==> src/rtl/decoder_pkg.sv <==
// Shared types and helpers for the registered one-hot decoder.
// Holds the scan FSM states, the default code width and the decode function.
package decoder_pkg;

  localparam int DEC_IN_W      = 4;
  localparam int DEC_MAX_IN_W  = 8;
  localparam int DEC_MAX_OUT_W = 2**DEC_MAX_IN_W;

  typedef enum logic {
    DEC_IDLE,
    DEC_SCAN
  } dec_state_e;

  // Decoded at the widest supported size; callers truncate to their OUT_W.
  function automatic logic [DEC_MAX_OUT_W-1:0] onehot(
    input logic [DEC_MAX_IN_W-1:0] code,
    input logic                    en
  );
    onehot = '0;
    if (en) onehot[code] = 1'b1;
  endfunction

endpackage

==> src/rtl/dec_out_stage.sv <==
// Single-entry valid/ready output register for the decoder.
// Loads when empty or when the held beat is being accepted.
module dec_out_stage #(
  parameter int W = 8
) (
  input  logic         clk,
  input  logic         rst_n,
  input  logic         i_push,
  input  logic [W-1:0] i_data,
  input  logic         i_ready,
  output logic         o_load,
  output logic         o_valid,
  output logic [W-1:0] o_data
);

  logic         r_valid;
  logic [W-1:0] r_data;

  assign o_load  = !r_valid || i_ready;
  assign o_valid = r_valid;
  assign o_data  = r_data;

  always_ff @(posedge clk or negedge rst_n) begin
    if (!rst_n) begin
      r_valid <= 1'b0;
      r_data  <= '0;
    end else if (o_load) begin
      r_valid <= i_push;
      if (i_push) r_data <= i_data;
    end
  end

endmodule

==> src/rtl/decoder_onehot_reg.sv <==
// Registered binary-to-one-hot decoder with valid/ready output.
// Optional walking-one scan mode is compiled in with DEC_SCAN_EN.
module decoder_onehot_reg
  import decoder_pkg::*;
#(
  parameter  int IN_W     = DEC_IN_W,
  parameter  int SCAN_GAP = 0,
  localparam int OUT_W    = 2**IN_W
) (
  input  logic            clk,
  input  logic            rst_n,
  input  logic            in_valid,
  output logic            in_ready,
  input  logic [IN_W-1:0] in_code,
  input  logic            enable,
  input  logic            scan_start,
  input  logic            scan_stop,
  output logic            out_valid,
  input  logic            out_ready,
  output logic [OUT_W-1:0] out,
  output logic [IN_W-1:0] out_code,
  output logic            scan_active
);

  localparam int DW = OUT_W + IN_W;

  logic          w_load;
  logic          w_acc;
  logic          w_push;
  logic [DW-1:0] w_data;
  logic [DW-1:0] w_q;
  logic [OUT_W-1:0] w_req_oh;

  assign w_req_oh = OUT_W'(onehot(DEC_MAX_IN_W'(in_code), enable));

`ifdef DEC_SCAN_EN
  localparam int GW = (SCAN_GAP > 0) ? $clog2(SCAN_GAP + 1) : 1;

  dec_state_e       r_state, w_state_nx;
  logic [IN_W-1:0]  r_idx, w_idx_nx;
  logic [GW-1:0]    r_gap, w_gap_nx;
  logic             w_beat;
  logic [OUT_W-1:0] w_scan_oh;

  assign w_scan_oh = OUT_W'(onehot(DEC_MAX_IN_W'(r_idx), 1'b1));

  assign in_ready    = (r_state == DEC_IDLE) && !scan_start && w_load;
  assign scan_active = (r_state == DEC_SCAN);

  assign w_beat = (r_state == DEC_SCAN) && (r_gap == '0)
               && w_load && !scan_stop;

  always_comb begin
    w_state_nx = r_state;
    w_idx_nx   = r_idx;
    w_gap_nx   = r_gap;
    unique case (r_state)
      DEC_IDLE: begin
        if (scan_start) begin
          w_state_nx = DEC_SCAN;
          w_idx_nx   = '0;
          w_gap_nx   = '0;
        end
      end
      DEC_SCAN: begin
        if (scan_stop) begin
          w_state_nx = DEC_IDLE;
        end else if (w_beat) begin
          w_idx_nx = r_idx + IN_W'(1);
          w_gap_nx = GW'(SCAN_GAP);
          if (r_idx == IN_W'(OUT_W - 1)) w_state_nx = DEC_IDLE;
        end else if (r_gap != '0) begin
          w_gap_nx = r_gap - GW'(1);
        end
      end
      default: w_state_nx = DEC_IDLE;
    endcase
  end

  always_ff @(posedge clk or negedge rst_n) begin
    if (!rst_n) begin
      r_state <= DEC_IDLE;
      r_idx   <= '0;
      r_gap   <= '0;
    end else begin
      r_state <= w_state_nx;
      r_idx   <= w_idx_nx;
      r_gap   <= w_gap_nx;
    end
  end

  assign w_push = w_acc || w_beat;
  assign w_data = w_beat ? {w_scan_oh, r_idx}
                         : {w_req_oh, in_code};
`else
  logic w_unused_scan;

  assign w_unused_scan = scan_start ^ scan_stop;
  assign in_ready      = w_load;
  assign scan_active   = 1'b0;
  assign w_push        = w_acc;
  assign w_data        = {w_req_oh, in_code};
`endif

  assign w_acc = in_valid && in_ready;

  dec_out_stage #(
    .W (DW)
  ) u_out (
    .clk     (clk),
    .rst_n   (rst_n),
    .i_push  (w_push),
    .i_data  (w_data),
    .i_ready (out_ready),
    .o_load  (w_load),
    .o_valid (out_valid),
    .o_data  (w_q)
  );

  assign out      = w_q[DW-1:IN_W];
  assign out_code = w_q[IN_W-1:0];

endmodule
==> config.mk <==
export PLATFORM = sky130hd
export DESIGN_NAME = decoder_onehot_reg
export DESIGN_NICKNAME = d
export VERILOG_FILES = /design/src/rtl/decoder_pkg.sv /design/src/rtl/dec_out_stage.sv /design/src/rtl/decoder_onehot_reg.sv
export SDC_FILE = /design/constraint.sdc
export NUM_CORES = 1
export LEC_CHECK = 0
export ABC_AREA = 1
export BUFFER_PORTS_ARGS = -buffer_cell sky130_fd_sc_hd__buf_2
export CAP_MARGIN = 10
export CORE_ASPECT_RATIO = 0.75
export CORE_UTILIZATION = 42
export DETAILED_ROUTE_END_ITERATION = 12
export PLACE_DENSITY = 0.7
export SYNTH_ARGS = -nofsm -noshare
export SYNTH_HDL_FRONTEND = slang
export SYNTH_SLANG_ARGS = --single-unit
==> constraint.sdc <==
create_clock -name clk -period 1 [get_ports clk]
set_clock_uncertainty 0.05 [all_clocks]
set_input_delay 0 -clock clk [delete_from_list [all_inputs] [get_ports clk]]
set_output_delay 0 -clock clk [all_outputs]
set_load 0.005 [all_outputs]
# [Yosys cells after proc, flatten, opt, wreduce, memory -nomap -nowiden]
# Cells that the tools add are included.
[totals] regBits=21 input_bits=11 output_inout_bits=23 wordCells=12
[classes] n_lt_le_gt_ge=2 n_mux=3 reduce_logical=5
[op_table] op="16-bit 2-to-1 mux" n=1
[op_table] op="4-bit by 9-bit < comparator with 1-bit output (second input constant)" n=1
[op_table] op="1-bit demux with 4-bit select" n=1
[op_table] op="4-bit by 1-bit greater-or-equal comparator with 1-bit output (second input constant)" n=1
[op_table] op="1-bit logical AND" n=2
[op_table] op="2-bit AND reduction" n=1
[op_table] op="1-bit logical NOT" n=1
[op_table] op="1-bit logical OR" n=1
[op_table] op="1-bit 2-to-1 mux" n=1

# [Logic depth before layout (Yosys ltp)]
# Gate-level depths: netlist of run 1.
[logic_depth] word_depth=5 depth_mapped=6 ltp_nobuf=5

# [Modules after synthesis]
# A second synthesis of run 1 with hierarchy kept.
[hier_totals] hier_cells=123 area_unflattened_um2=1002.2
[modules_own_cells] module="dec_out_stage" n_inst=1 cells_each=91 area_per_inst_um2=873.3 seq_area_each_um2=525.5
[modules_own_cells] module="decoder_onehot_reg" n_inst=1 cells_each=32 area_per_inst_um2=128.9 seq_area_each_um2=0.0

# [Least setup slack after synthesis of run 1]
# No wires, ideal clock.
[synth_path] path_kind="reg2reg" start="register u_out.r_valid, in the netlist u_out.o_valid" end="register u_out.r_data[2], in the netlist u_out.o_data[2]" setup_ps=121 t_arrival_ps=881 t_required_ps=829 path_slack_ps=-52 stages_incl_launch_ff=6 path_buffers=1 synth_period_minus_slack_ps=1052 cell_sequence="dfrtp_1 nand2_2 nand2_2 buf_4 nand2_1 o21ai_1"
[synth_between] elab_chain_len=4
[synth_lines] element="start, declared" line="dec_out_stage.sv:16" rtl="logic r_valid;"
[synth_lines] element="start signal, assigned" line="dec_out_stage.sv:28" rtl="r_valid <= i_push;"
[synth_lines] element="1-bit logical NOT *" line="dec_out_stage.sv:19" rtl="assign o_load = !r_valid || i_ready;"
[synth_lines] element="1-bit logical OR *" line="dec_out_stage.sv:19"
[synth_lines] element="named net in_ready" line="decoder_onehot_reg.sv:13" rtl="output logic in_ready,"
[synth_lines] element="1-bit logical AND" line="decoder_onehot_reg.sv:105" rtl="assign w_acc = in_valid && in_ready;"
[synth_lines] element="2-bit AND reduction (no source line) *"
[synth_lines] element="end signal, assigned" line="dec_out_stage.sv:29" rtl="if (i_push) r_data <= i_data;"
[synth_lines] element="end, declared" line="dec_out_stage.sv:17" rtl="logic [W-1:0] r_data;"
# Mark *: on every way through the listed nets, which the timed path passes. The rest lies on a longest branch.
# A chain may end at the register's enable or synchronous reset.

# [Worst setup path in the final report of run 1]
[layout_path] start="register u_out.r_valid, in the netlist u_out.o_valid" end="output in_ready"
[layout_between] elab_chain_len=2
[layout_lines] element="1-bit logical NOT" line="dec_out_stage.sv:19"
[layout_lines] element="1-bit logical OR" line="dec_out_stage.sv:19"
[layout_lines] element="end, declared" line="decoder_onehot_reg.sv:13"
# Every way passes these cells.

==> qor.txt, run 1 <==
R2r setup slk: -70 ps
Period utilization: 1.07
Root Buffer Master: clkbuf_4
Worst-Skew Late Latency: 300 ps
Worst R2R Start: u_out.o_valid$_DFFE_PN0N_
Largest net degree at the start of global routing: 25
Fin crit period: 1070 ps
Outcome: finished, violations left
Sequential share of power: 0.562
Synth Register Bits: 21
Per-cell routed wire length: 12.2 um
Clk pwr share: 0.249
Logic pwr share: 0.189
DRT antenna net count: 0
Sw power: 0.000450 W
CTS Buf Count: 3
Most common cell after layout, fill and taps aside: nand2_1
Overall routing resource usage: 0.194
Hold EP: u_out.o_valid$_DFFE_PN0N_
Hold Path Stages: 4
Clock Sink Count: 21
# diodes: 0
RSZ-0062 raised after global routing: true
Width of the die: 55.8 um
First-pass GRT wire length: 3490 um
Switching Fraction: 0.277
Initial antenna violation count: 0
Total Wirelength: 2130 um
# setup viols final: 20
Ys Warns: 0
MaxCap Viol Count: 0
PortBufs: 30
Largest area contributor in the netlist: dfrtp_1
Die height: 42.4 um
Clk pin slew, worst setup/hold paths: 120 ps
Synth area leaders: dfrtp_1, nand2_1, nand3_1, nor2_1, buf_4
CTS H-tree lvls: 1
Worst r2r path cells: 5
Worst Path Required: 950 ps
Arr. time, crit path: 1020 ps
GRT overflow: 0
1st-iter DRT viols: 19
Cell Area, Placed: 0.00107 mm2
Setup slack after layout: -74.9 ps
CP endpoint kind: primary output
Final instance area: 0.00130 mm2
CORE AREA: 0.00203 mm2
Total Power: 0.00163 W
Nets: 162
Failing checks: negative hold slack, negative setup slack
WHS: -12.3 ps
CTS tree: done
Peak VDD IR: 0.000850 V
Yosys cell types: 12
Synthesized area: 913 um2
Final Hold Viols: 1
CP Class: flop to primary output
Worst min path class: primary input to flop
Vias: 843
Type of origin of the critical path: flop
# IOs: 34
HPWL Detailed: 1410 um
Fmax achieved: 0.930 GHz
Area share of the largest cell type after synthesis: 0.575
Row count: 14
Full die area: 0.00237 mm2
Syn_area_per_cell: 8.30 um2
Clock Path Buffers: 2
Post-place setup slack: -107 ps
Average vias per placed instance: 4.84
Most frequent cells in the layout: nand2_1, buf_2, dfrtp_1, nor2_1, nand3_1
Share of cells above drive strength 1: 0.387
Sequential element share of the synthesized area: 0.575
Worst R2R End: u_out.o_data[18]$_DFFE_PN0P_
Synth-to-layout area growth: 42.7%
HP Start: out_ready
Post-Syn Instances: 110
Pleak: 0.738 nW
Drt pass-1 iters: 4
Placer congestion estimate: 0.784
Drt drc: 0
Synth Net Count: 121
Final slew viol count: 0
Worst-path maximum fanout: 5
Internal power: 0.00118 W
Starting density of the core: 0.450
Final Util: 0.642
Number of global-route vias before repair: 793
PD cells: 1250 mW/mm2
==> how the worst max path moves through the flow <==
stage                              start                     endpoint  cells after the start
6_report       u_out.o_valid$_DFFE_PN0N_                     in_ready                      2
5_1_grt        u_out.o_valid$_DFFE_PN0N_                     in_ready                      2
4_1_cts        u_out.o_valid$_DFFE_PN0N_                     in_ready                      2
3_5_place_dp   u_out.o_valid$_DFFE_PN0N_  u_out.o_data[8]$_DFFE_PN0P_                      3
3_3_place_gp   u_out.o_valid$_DFFE_PN0N_  u_out.o_data[4]$_DFFE_PN0P_                      3
2_1_floorplan  u_out.o_valid$_DFFE_PN0N_  u_out.o_data[2]$_DFFE_PN0P_                      5
==> per-stage QoR <==
stage	TNS, ps	instances
2_1_floorplan	-78.4	110
6_report	-820	174
3_3_place_gp	-426	160
4_1_cts	-163	171
3_5_place_dp	-1220	160
5_1_grt	-1830	174
==> routing by layer <==
layer / global-route usage / part of all wire
met1: 0.265 / 0.50
met2: 0.308 / 0.44
met3: 0.0679 / 0.055
met4: 0.0293 / 0.0047
met5: 0 / 0
==> cells by family (layout without fill, tap and decap cells) <==
group / count (synthesis) / count (layout) / synth area share
simple gates: 68 / 70 / 0.300
flops: 21 / 21 / 0.575
buf+inv: 13 / 51 / 0.0699
compound gates: 7 / 7 / 0.0507
other cells: 1 / 1 / 0.00411
==> sequential cells by signal, summed over array words and instances, names as in the netlist <==
register       flops
u_out.o_data      20
u_out.o_valid      1
==> critical path: stages (launching register included) <==
cell and delay [ps]:
dfrtp_2 460, nand2_4 140, buf_6 110
==> power by group through the flow <==
stage               Combinational, W  Clock [W]  Sequential [W]
finish                      0.000308   0.000405        0.000914
global route                0.000337   0.000460        0.000920
CTS                         0.000249   0.000429        0.000913
detailed placement          0.000205          0        0.000928
global placement            0.000199          0        0.000927
floorplan                   0.000114          0        0.000934
==> Yosys cell counts (all sizes together) <==
master	count
nand2	48
dfrtp	21
nand3	11
inv	9
nor2	9
o21ai	6
buf	4
a21oi	1
conb	1
==> layout make-up <==
type	instances	area, um2
fill	172	728
clock buffer	4	26.3
inverter	9	33.8
tap	24	30.0
multi-input combinational	78	430
sequential	21	527
timing repair buffer	38	256
==> repair_timing <==
item | CTS | global route
setup endpoints to repair | 21 | 22
gates resized for setup | 6 | 15
endpoints found under the hold margin | 29 | 0
gates cloned | 0 | 2
buffers inserted | 1 | 1
hold buffers | 6 | 0
pin swaps | 3 | 3
Note: power is estimated with default switching activity, not from simulation.
==> run 2: changes to the inputs <==
Settings changed: BUFFER_PORTS_ARGS -buffer_cell sky130_fd_sc_hd__buf_2 to unset, CORE_MARGIN set to 2, CORE_UTILIZATION 42 to 50, DONT_BUFFER_PORTS set to 1, PLACE_DENSITY 0.7 to 0.65, TNS_END_PERCENT set to 1.
==> run 2 against run 1 <==
  * The flow still finishes with violations (negative hold slack, negative setup slack)
  * Via count decreased by 15%
  * Final area decreased by 14%
  * Global-route usage grew 1.5 points
  * Cell count is 17% lower
  * Wire length is 8.2% lower
  * Critical path depth unchanged
  * Sequential share of layout area is 6.8 points higher
  * Flip-flop and latch count is the same
  * Die area decreased by 7.6%
  * Largest power group unchanged
  * Highest routed layer unchanged
==> qor.txt, run 2 (same netlist as run 1, synthesis figures left out) <==
Outcome: finished, violations left
Failing checks: negative hold slack, negative setup slack
Worst-path maximum fanout: 3 (-2)
Most common cell after layout, fill and taps aside: nand2_1
Vias: 720 (-15%)
Setup crit start: u_out.o_valid$_DFFE_PN0N_
GRT overflow: 0 (unchanged)
Slew HR: 0.386
Clk pin slew, worst setup/hold paths: 110 ps (about the same)
Internal power: 0.00113 W (-3.8%)
First-pass GRT wire length: 3060 um (-12%)
Pleak: 0.602 nW (-18%)
Share of cells above drive strength 1: 0.138 (-0.248)
Switching Fraction: 0.269 (-0.00798)
Crit path buffers/inverters: 1 (unchanged)
Total Wirelength: 1950 um (-8.2%)
Cell Area, Placed: 938 um2 (-12%)
PD cells: 1390 mW/mm2 (+11%)
CP Depth: 2 (unchanged)
CP endpoint: in_ready
Per-cell routed wire length: 13.5 um (+10%)
Nets: 135 (-17%)
WHS: -164 ps (-152 ps)
Synth-to-layout area growth: 22.1%
Peak VDD IR: 0.00107 V (+26%)
Final Hold Viols: 21 (+20)
Initial antenna violation count: 0 (unchanged)
Final slew viol count: 0 (unchanged)
Final Non-Filler Cells: 145 (-17%)
# setup viols final: 21 (+5.0%)
Period utilization: 1.05 (-0.0211)
Sw power: 0.000416 W (-7.6%)
Final instance area: 0.00111 mm2 (-14%)
Number of global-route vias before repair: 655 (-17%)
Starting density of the core: 0.530 (+0.0802)
CP max stage delay: 470 ps (about the same)
Average vias per placed instance: 4.97 (+2.5%)
Full die area: 0.00219 mm2 (-7.6%)
Placer congestion estimate: 0.758 (-3.3%)
Critical path's slowest cell: dfrtp_2
Die height: 41.0 um (-3.2%)
Hold_buf cts: 9 (+3)
CTS tree: done
Fin crit period: 1050 ps (-21.1 ps)
PortBufs: 0 (-100%)
CTS Buf Count: 3 (unchanged)
# diodes: 0 (unchanged)
DRT antenna net count: 0 (unchanged)
Largest net degree at the start of global routing: 25 (unchanged)
Worst min path class: primary input to async pin
CP Class: flop to primary output
Family with the most delay on the worst path: flip-flops
CTS H-tree lvls: 1 (unchanged)
Width of the die: 53.4 um (-4.5%)
Cells after DPL: 131 (-18%)
Worst R2R End: u_out.o_data[3]$_DFFE_PN0P_
Clk pwr share: 0.265 (+0.016)
Arr. time, crit path: 1000 ps (-20 ps)
MaxCap Viol Count: 0 (unchanged)
Clock Sink Count: 21 (unchanged)
HPWL Detailed: 1280 um (-9.5%)
Most frequent cells in the layout: nand2_1, dfrtp_1, nand3_1, nor2_1, dlygate4sd3_1
Total Power: 0.00155 W (-4.8%)
Worst Path Required: 950 ps (about the same)
Row count: 13 (-1)
1st-iter DRT viols: 11 (-8)
Clock Path Buffers: 2 (unchanged)
Worst R2R Start: u_out.o_valid$_DFFE_PN0N_
R2r setup slk: -50 ps (+20 ps)
Logic pwr share: 0.137 (-0.052)
Drt pass-1 iters: 4 (unchanged)
Slew @ Worst Pin: 921 ps
Fmax achieved: 0.949 GHz (+2.0%)
Setup slack after layout: -53.8 ps (+21.1 ps)
Overall routing resource usage: 0.209 (+0.0147)
Drt drc: 0 (unchanged)
Type of origin of the critical path: flop
Worst-Skew Late Latency: 310 ps (about the same)
CP endpoint kind: primary output
Root Buffer Master: clkbuf_4
Final Util: 0.647 (+0.00496)
Max reg flops: 20 (unchanged)
RSZ-0062 raised after global routing: true
Cell chain of the critical path: nand2_4, buf_6
CORE AREA: 0.00172 mm2 (-15%)
Worst r2r path cells: 4 (-1)
Sequential share of power: 0.598 (+0.036)
# IOs: 34 (unchanged)
[run 2: changes by cell type in the layout (fill, tap and decap cells not counted), sizes merged]
cell,change
buf,-28
dlygate4sd3,+2
dlymetal6s4s,+1
nand2,-2
[run 2: per-layer routing]
layer | track usage | wire length, um
met5 | 0 | 0
met4 | 0.0385 | 17
met3 | 0.0876 | 171
met2 | 0.327 | 869
met1 | 0.275 | 896
[run 2: area by class of cell]
cell class	count	area (um2)
clock buffer	4	26.3
fill	155	609
tap	22	27.5
timing repair buffer	13	143
multi-input combinational	76	358
sequential	21	527
inverter	9	33.8
[run 2: stage by stage]
stage,TNS (ps),setup slack (ps)
after detailed placement,-830,-74.3
final,-405,-53.8
after global routing,-1760,-113
after floorplan,-147,-15.3
after global placement,-488,-58.7
after CTS,-138,-50.3
[run 2: worst min-delay path by stage]
stage	from	endpoint	slack [ps]	cells after the start
after CTS	rst_n	u_out.o_data[3]$_DFFE_PN0P_	250	1
after global routing	rst_n	u_out.o_valid$_DFFE_PN0N_	-100	1
after global placement	rst_n	u_out.o_data[2]$_DFFE_PN0P_	-350	0
final	rst_n	u_out.o_data[1]$_DFFE_PN0P_	-160	1
after detailed placement	rst_n	u_out.o_data[7]$_DFFE_PN0P_	-350	0
after floorplan	rst_n	u_out.o_data[0]$_DFFE_PN0P_	-350	0
[run 2: repair_timing]
action / CTS / global route
hold endpoints to repair: 42 / 21
resized for setup: 10 / 1
setup buffers: 1 / 0
endpoints found under the setup margin: 21 / 43
pin swaps: 3 / 1
[run 2: power groups by stage]
stage                     clock [W]  sequential (W)  combinational [W]
after global routing       0.000467        0.000934           0.000236
after detailed placement          0        0.000941           0.000126
after CTS                  0.000419        0.000926           0.000210
after floorplan                   0        0.000934           0.000112
after global placement            0        0.000940           0.000124
final                      0.000410        0.000926           0.000212
